==> src/rtl/fwd_pkg.sv <==
// ============================================================================
// Module   : fwd_pkg
// Purpose  : Shared select encodings and pipeline-stage entry type for the
//            forwarding / load-use hazard controller.
// Revision : 1.0
// ============================================================================
`default_nettype none

package fwd_pkg;

    localparam logic [1:0] FWD_RF  = 2'd0;
    localparam logic [1:0] FWD_EX  = 2'd1;
    localparam logic [1:0] FWD_MEM = 2'd2;
    localparam logic [1:0] FWD_WB  = 2'd3;

    // Destination field is sized for the widest supported register file.
    // Narrower REG_AW values are zero-extended into it.
    localparam int FWD_DST_W = 8;

    localparam logic [FWD_DST_W-1:0] REG_ZERO = '0;

    typedef struct packed {
        logic                 valid;
        logic [FWD_DST_W-1:0] dst;
        logic                 we;
        logic                 is_load;
    } stage_entry_t;

    function automatic logic entry_hit(input stage_entry_t e,
                                       input logic [FWD_DST_W-1:0] src);
        return e.valid & e.we & (e.dst != REG_ZERO) & (e.dst == src);
    endfunction

endpackage

`default_nettype wire

==> src/rtl/fwd_port_sel.sv <==
// ============================================================================
// Module   : fwd_port_sel
// Purpose  : Bypass select for one ID source port, youngest stage first.
//            FWD_WB_BYPASS_EN enables matching against the WB entry.
// Revision : 1.0
// ============================================================================
`default_nettype none

module fwd_port_sel
    import fwd_pkg::*;
#(
    parameter int REG_AW = 5
) (
    input  logic [REG_AW-1:0] src_addr_i,
    input  logic              src_used_i,
    input  logic              id_valid_i,
    input  stage_entry_t      ex_i,
    input  stage_entry_t      mem_i,
    input  stage_entry_t      wb_i,
    output logic [1:0]        sel_o,
    output logic              ex_load_hit_o
);

    logic [FWD_DST_W-1:0] w_src;
    logic                 w_active;
    logic                 w_ex_hit;
    logic                 w_mem_hit;
    logic                 w_wb_hit;
    logic                 w_unused_bits;

    assign w_src     = FWD_DST_W'(src_addr_i);
    assign w_active  = src_used_i & id_valid_i;
    assign w_ex_hit  = w_active & entry_hit(ex_i, w_src);
    assign w_mem_hit = w_active & entry_hit(mem_i, w_src);

`ifdef FWD_WB_BYPASS_EN
    assign w_wb_hit      = w_active & entry_hit(wb_i, w_src);
    assign w_unused_bits = mem_i.is_load ^ wb_i.is_load;
`else
    // Register file writes in the first half-cycle, so WB data is already visible.
    assign w_wb_hit      = 1'b0;
    assign w_unused_bits = ^{mem_i.is_load, wb_i};
`endif

    always_comb begin
        sel_o = FWD_RF;
        if (w_ex_hit) begin
            sel_o = FWD_EX;
        end else if (w_mem_hit) begin
            sel_o = FWD_MEM;
        end else if (w_wb_hit) begin
            sel_o = FWD_WB;
        end
    end

    assign ex_load_hit_o = w_ex_hit & ex_i.is_load;

endmodule

`default_nettype wire

==> src/rtl/fwd_hazard_ctl.sv <==
// ============================================================================
// Module   : fwd_hazard_ctl
// Purpose  : EX/MEM/WB destination tracking, per-port bypass selects,
//            load-use stall and saturating stall counter.
//            FWD_WB_BYPASS_EN enables WB-stage bypass (sel=3).
// Revision : 1.0
// ============================================================================
`default_nettype none

module fwd_hazard_ctl
    import fwd_pkg::*;
#(
    parameter int NUM_SRC = 2,
    parameter int REG_AW  = 5,
    parameter int CNT_W   = 16
) (
    input  logic                      clk,
    input  logic                      rst,
    input  logic                      id_valid,
    input  logic [NUM_SRC*REG_AW-1:0] id_src_addr,
    input  logic [NUM_SRC-1:0]        id_src_used,
    input  logic [REG_AW-1:0]         id_dst_addr,
    input  logic                      id_dst_we,
    input  logic                      id_is_load,
    input  logic                      flush,
    output logic [2*NUM_SRC-1:0]      fwd_sel,
    output logic                      stall,
    output logic [CNT_W-1:0]          stall_cnt
);

    stage_entry_t     ex_q;
    stage_entry_t     mem_q;
    stage_entry_t     wb_q;
    stage_entry_t     ex_d;
    logic [CNT_W-1:0] stall_cnt_q;
    logic [CNT_W-1:0] stall_cnt_d;
    logic [NUM_SRC-1:0] w_load_hit;

    generate
        for (genvar i = 0; i < NUM_SRC; i++) begin : g_port
            fwd_port_sel #(
                .REG_AW (REG_AW)
            ) u_sel (
                .src_addr_i    (id_src_addr[i*REG_AW +: REG_AW]),
                .src_used_i    (id_src_used[i]),
                .id_valid_i    (id_valid),
                .ex_i          (ex_q),
                .mem_i         (mem_q),
                .wb_i          (wb_q),
                .sel_o         (fwd_sel[2*i +: 2]),
                .ex_load_hit_o (w_load_hit[i])
            );
        end
    endgenerate

    // A flush squashes the dependent instruction, so it never needs to wait.
    assign stall = (|w_load_hit) & ~flush;

    always_comb begin
        ex_d.valid   = id_valid & ~stall & ~flush;
        ex_d.dst     = FWD_DST_W'(id_dst_addr);
        ex_d.we      = id_dst_we;
        ex_d.is_load = id_is_load;
    end

    always_comb begin
        stall_cnt_d = stall_cnt_q;
        if (stall && (stall_cnt_q != {CNT_W{1'b1}})) begin
            stall_cnt_d = stall_cnt_q + 1'b1;
        end
    end

    always_ff @(posedge clk or posedge rst) begin
        if (rst) begin
            ex_q        <= '0;
            mem_q       <= '0;
            wb_q        <= '0;
            stall_cnt_q <= '0;
        end else begin
            ex_q        <= ex_d;
            mem_q       <= ex_q;
            wb_q        <= mem_q;
            stall_cnt_q <= stall_cnt_d;
        end
    end

    assign stall_cnt = stall_cnt_q;

endmodule

`default_nettype wire

==> config.mk <==
export PLATFORM = sky130hd
export DESIGN_NAME = fwd_hazard_ctl
export DESIGN_NICKNAME = d
export VERILOG_FILES = /design/src/rtl/fwd_pkg.sv /design/src/rtl/fwd_port_sel.sv /design/src/rtl/fwd_hazard_ctl.sv
export SDC_FILE = /design/constraint.sdc
export NUM_CORES = 1
export LEC_CHECK = 0
export CAP_MARGIN = 20
export CORE_AREA = 2 2 58 60
export CTS_BUF_LIST = sky130_fd_sc_hd__clkbuf_4
export CTS_CLUSTER_SIZE = 12
export DETAILED_ROUTE_END_ITERATION = 7
export DIE_AREA = 0 0 60 62
export HOLD_SLACK_MARGIN = 0.03
export PLACE_DENSITY_LB_ADDON = 0.1
export SLEW_MARGIN = 10
export SYNTH_ARGS = -nofsm -noshare
export SYNTH_HDL_FRONTEND = slang
export SYNTH_SLANG_ARGS = --single-unit
==> constraint.sdc <==
create_clock -name clk -period 5.6 [get_ports clk]
set_input_delay 1.68 -clock clk [delete_from_list [all_inputs] [get_ports clk]]
set_output_delay 1.68 -clock clk [all_outputs]
set_load 0.05 [all_outputs]
==> impl_metrics.tcl, run 1 <==
set metrics [dict create \
    final-hold-violation-count 0 \
    finalWeightedCongestion 0.8010 \
    synthDistinctLibCells 31 \
    synth_area_leaders "dfrtp_1 51%, xnor2_1 16%, nand4_1 4.9%" \
    slowest_stage "clkdlybuf4s50_1" \
    rsz0062_at_grt "no" \
    setup_viol 0 \
    grt_pass1_vias 1071 \
    cts_tree "done" \
    ys_seq_area_frac 0.5094 \
    clkTransAtPathRegs_ps 90 \
    power_leakage_nw 0.8280 \
    yosysMostFrequentCell "dfrtp_1" \
    reg2reg_from "ex_q[3]$_DFF_PP0_" \
    io_buffers 43 \
    antenna_found_initial 0 \
    ys_warn_count 0 \
    synth_compound_area_frac 0.02219 \
    finalWirelength_um 2991 \
    seq_power_share 0.602 \
    dp_hpwl_um 2351 \
    cts.sinks 31 \
    syn_to_final_growth_pct 34.10 \
    synth_top_family_by_area "simple AND/OR/NAND/NOR gates" \
    syn_area_per_cell_um2 11.62 \
    max_slew_margin 0.6650 \
    post-place-ws_ps 666.3 \
    path_cells "clkdlybuf4s50_1 > xnor2_1 > nand4_1 > nor3_2 > nor2_1 > nor2_1 > buf_12" \
    fin_nets 203 \
    maxCapViolations 0 \
    drv_slew 0 \
    ys.flop_type "dfrtp_1" \
    wl_per_cell_um 13.29 \
    startpoint "id_src_addr[5]" \
    worstPathRequired_ps 3920 \
    rows 21 \
    critical_path.most_common_cell "nor2_1" \
    postCtsSetupBuffers 0 \
    grt_pass1_wl_um 4933 \
    coreArea_mm2 0.003179 \
    async_reset_ff_frac 1.000 \
    grt_util_all_layers 0.1871 \
    hold_path.class "register to register" \
    viasPerCell 4.933 \
    synthMuxAreaShare 0.01479 \
    cts-root-buf "clkbuf_4" \
    ctsHoldBuffers 0 \
    start_util 0.4789 \
    ys_top_cells_by_count "31 x dfrtp_1, 27 x xnor2_1, 12 x nand4_1" \
    cts_resized 0 \
    start_kind "primary input" \
    cts_buffer_depth 2 \
    synth_xor_xnor_area_share 0.1956 \
    yosys.area_share.adder 0.008217 \
    synth_top_area_share 0.5094 \
    dr_total_vias 1110 \
    cp.arrival_ps 3230 \
    setup_slack_ps 686.4 \
    drtPass1Iterations 4 \
    yosys.area_share.simple 0.2301 \
    htreeDepth 2 \
    min-delay-start "ex_q[1]$_DFF_PP0_" \
    antenna_cells 0 \
    skew_ps 4.046 \
    combPwrFrac 0.107 \
    ant_nets 0 \
    die_w_um 60 \
    die_area_mm2 0.003720 \
    grt_overflow 0 \
    yosys.area.top_type "dfrtp_1" \
    sw_frac_of_total 0.2381 \
    fin_crit_ps 4914 \
    syn_area_mm2 0.001523 \
    status "completed" \
    power-per-cell-area_mw_per_mm2 192.1 \
    setup_tns_ps 0 \
    p_int_w 0.0002989 \
    worstPathMaxFanout 3 \
    io_pins 44 \
    path_buf_inv 2 \
    ys_ff_latch 31 \
    clk_latency_ps 320 \
    power_switching_w 0.00009342 \
    syn-num-nets 155 \
    drc_errors 0 \
    cp_top_family "simple AND/OR/NAND/NOR gates" \
    max_stage_delay_ps 520 \
    min_period_over_period 0.8774 \
    critical_path_class "primary input to output pin" \
    cts_made_buffers 5 \
    peakVddDrop_mv 0.1396 \
    drive_gt1_frac 0.1173 \
    clkPwrFrac 0.291 \
    syn_inst 131 \
    max_freq_mhz 203.5 \
    first_iter_violations 31 \
    die_y_um 62 \
    synth_edf_count 0 \
    grt_max_degree 32 \
    worstMarginPinSlew_ps 500.9 \
    critPathCaptureType "output pin" \
]
## state kept, by name, summed over array words and instances (netlist names)
name,cells
stall_cnt,16
mem_q,7
ex_q,8
## metrics by stage
| step | cell area, um^2 | power, W | hold slack [ps] | cells | utilization |
|---|---|---|---|---|---|
| final | 2042 | 0.0003924 | 410.9 | 225 | 0.6423 |
| after global routing | 2042 | 0.0004173 | 428.0 | 225 | 0.6423 |
| after global placement | 1996 | 0.0002822 | 390.3 | 218 | 0.6277 |
| after detailed placement | 1996 | 0.0002830 | 382.1 | 218 | 0.6277 |
| after floorplan | 1523 | 0.0002593 | 367.1 | 131 | - |
| after CTS | 2042 | 0.0003989 | 414.4 | 225 | 0.6423 |
## area by class of cell
| cell class | instances | area (um^2) |
|---|---|---|
| tap | 46 | 57.56 |
| clock inverter | 2 | 8.758 |
| timing repair buffer | 44 | 437.9 |
| sequential | 31 | 775.7 |
| clock buffer | 5 | 37.54 |
| fill | 275 | 1137 |
| inverter | 2 | 7.507 |
| multi-input combinational | 95 | 716.9 |
## layout by cell type (no fill, tap or decap), drive strengths merged
master,netlist,layout
nand4,12,12
or4,2,2
and2,2,2
or2,3,3
nor3b,1,1
xnor2,27,27
clkdlybuf4s50,0,38
or3,1,1
xor2,7,7
nand3,9,9
nor4,3,3
and3,2,2
o211ai,1,1
nand4bb,1,1
o211a,1,1
clkbuf,0,5
nand2,6,6
and4b,1,1
mux2,2,2
inv,2,2
nor3,4,4
o21ai,1,1
nand2b,1,1
dfrtp,31,31
buf,3,6
clkinv,0,2
ha,1,1
nor2,7,7
## metal layers
| metal | GRT usage | part of all wire |
|---|---|---|
| met1 | 0.2447 | 0.47 |
| met2 | 0.2733 | 0.46 |
| met3 | 0.08489 | 0.054 |
| met4 | 0.06984 | 0.015 |
| met5 | 0 | 0 |
## power groups by stage
stage                     Combinational (W)  Sequential, W  Clock [W]
after global routing              0.0000460       0.000237   0.000134
after detailed placement          0.0000424       0.000241          0
after floorplan                   0.0000195       0.000240          0
after global placement            0.0000417       0.000241          0
after CTS                         0.0000427       0.000236   0.000120
final                             0.0000419       0.000236   0.000114
## worst paths after layout
kind	slack, ps	depth (start not counted)	to
max in group asynchronous	3610	3	ex_q[1]$_DFF_PP0_
min in group asynchronous	1720	3	stall_cnt[1]$_DFFE_PP0P_
hold reg to reg	410	0	mem_q[1]$_DFF_PP0_
setup reg to reg	3640	6	stall_cnt[14]$_DFFE_PP0P_
setup / recovery	690	7	stall
hold / removal	410	0	mem_q[1]$_DFF_PP0_
## logic make-up after synthesis
group / Yosys count
compound gates: 3
xor+xnor: 34
simple gates: 55
mux: 2
flops: 31
fa+ha+maj: 1
buf+inv: 5
Power figures use the tool's default switching activity.
==> run 2: changes to the inputs <==
- CORE_AREA: 2 2 58 60 -> 2 2 59 61
- CTS_CLUSTER_DIAMETER: default -> 60
- DIE_AREA: 0 0 60 62 -> 0 0 61 63
- clock period: 5.6 -> 5.5 ns (I/O delays scaled with it)
==> impl_metrics.tcl, run 2 (same netlist as run 1, synthesis figures left out) <==
set metrics [dict create \
    postCtsSetupBuffers 0 \
    max_slew_margin 0.6650 \
    antenna_cells 0 \
    rows 21 \
    cts_made_buffers 5 \
    worstReg2RegEnd "stall_cnt[14]$_DFFE_PP0P_" \
    ant_nets 0 \
    critPathCaptureType "output pin" \
    drive_gt1_frac 0.1222 \
    antenna_found_initial 0 \
    cts-root-buf "clkbuf_4" \
    io_pins 44 \
    grt_use_met2 0.2930 \
    layout_commonest_cell "clkdlybuf4s50_1" \
    rsz0062_at_grt "no" \
    cts_resized 0 \
    min_period_over_period 0.8867 \
    io_buffers 43 \
    reg2reg_from "ex_q[3]$_DFF_PP0_" \
    final-hold-violation-count 0 \
    cp.arrival_ps 3230 \
    drtPass1Iterations 4 \
    rr_worst_depth 6 \
    start_util 0.4712 \
    critical_path_class "primary input to output pin" \
    grt_pass1_wl_um 5575 \
    start_kind "primary input" \
    first_iter_violations 27 \
    die_y_um 63 \
    r2r_slack_ps 3550 \
    worstPathMaxFanout 3 \
    clk_latency_ps 320 \
    drc_errors 0 \
    cts_buffer_depth 2 \
    busiest_layer "met2" \
    ctsHoldBuffers 0 \
    placed_cells 218 \
    startpoint "id_src_addr[5]" \
    setup_viol 0 \
    setup_tns_ps 0 \
    syn_to_final_growth_pct 36.07 \
    cts_tree "done" \
    peakVddDrop_mv 0.1550 \
    gr-usage-met1 0.2730 \
    finalWirelength_um 3145 \
    status "completed" \
    power-per-cell-area_mw_per_mm2 217.6 \
    viasPerCell 4.938 \
    worstPathRequired_ps 3850 \
    min-delay-start "ex_q[10]$_DFF_PP0_" \
    grt_overflow 0 \
    coreArea_mm2 0.003232 \
    dp_hpwl_um 2408 \
    crit_path_end "stall" \
    post-route-util 0.6411 \
    htreeDepth 2 \
    grt_max_degree 32 \
    fin_nets 203 \
    fin_crit_ps 4877 \
    maxCapViolations 0 \
    wl_per_cell_um 13.92 \
    finalWeightedCongestion 0.8050 \
    power_leakage_nw 0.8421 \
    skew_ps 15.66 \
    largest_reg_flops 16 \
    die_area_mm2 0.003843 \
    whs_ps 407.4 \
    hold_path.class "register to register" \
    clkTransAtPathRegs_ps 80 \
    final_cells 226 \
    fillCellCount 279 \
    grt_pass1_vias 1196 \
    max_freq_mhz 205.1 \
    die_w_um 61 \
    grt_use_met3 0.06004 \
    drv_slew 0 \
    mostFrequentLayoutCells "38 x clkdlybuf4s50_1, 31 x dfrtp_1, 27 x xnor2_1, 12 x nand4_1, 9 x nand3_1" \
    dr_total_vias 1116 \
    grt_util_all_layers 0.1947 \
    cts.sinks 31 \
    worstMarginPinSlew_ps 500.9 \
]
==> run 2: cell types whose count changed in the layout (fill, tap and decap cells not counted), sizes merged <==
cell    change
bufinv      +1
==> run 2: routing by layer <==
layer,vias to the layer above,share of wire
li1,554,-
met1,529,0.47
met2,31,0.47
met3,2,0.051
met4,0,0.0045
met5,-,0
==> run 2: cell type report <==
type	instances	area (um^2)	area share
Clock buffer	5	37.54	0.01812
Sequential cell	31	775.7	0.3744
Inverter	2	7.507	0.003623
Tap cell	46	57.56	0.02778
Multi-Input combinational cell	95	716.9	0.3460
Timing Repair Buffer	44	437.9	0.2114
Clock inverter	3	38.79	0.01872
==> run 2: report_power, final <==
group / switching (W) / internal (W) / leakage (nW) / total, W
clock: 0.0000741 / 0.0000935 / 0.0426 / 0.000168
combinational: 0.0000173 / 0.0000256 / 0.399 / 0.0000429
sequential: 0.00000680 / 0.000234 / 0.401 / 0.000240
==> run 2: worst max-delay path, cell delays in order <==
cell	delay [ps]
clkdlybuf4s50_1	520
xnor2_1	140
nand4_1	120
nor3_2	240
nor2_1	110
nor2_1	260
buf_12	180
==> run 2: how the worst min path moves through the flow <==
stage / endpoint / slack, ps / cells after the start
4_1_cts: mem_q[10]$_DFF_PP0_ / 410 / 0
3_5_place_dp: mem_q[10]$_DFF_PP0_ / 390 / 0
2_1_floorplan: mem_q[10]$_DFF_PP0_ / 370 / 0
3_3_place_gp: mem_q[10]$_DFF_PP0_ / 390 / 0
5_1_grt: mem_q[10]$_DFF_PP0_ / 440 / 0
6_report: mem_q[10]$_DFF_PP0_ / 410 / 0
==> run 2: through the flow <==
stage | power, W | worst slack, ps | cell area, um^2
2_1_floorplan | 0.0002640 | 589.4 | 1523
3_3_place_gp | 0.0002874 | 666.2 | 1996
3_5_place_dp | 0.0002885 | 616.0 | 1996
4_1_cts | 0.0004579 | 610.6 | 2072
5_1_grt | 0.0004770 | 446.9 | 2072
6_report | 0.0004509 | 623.3 | 2072
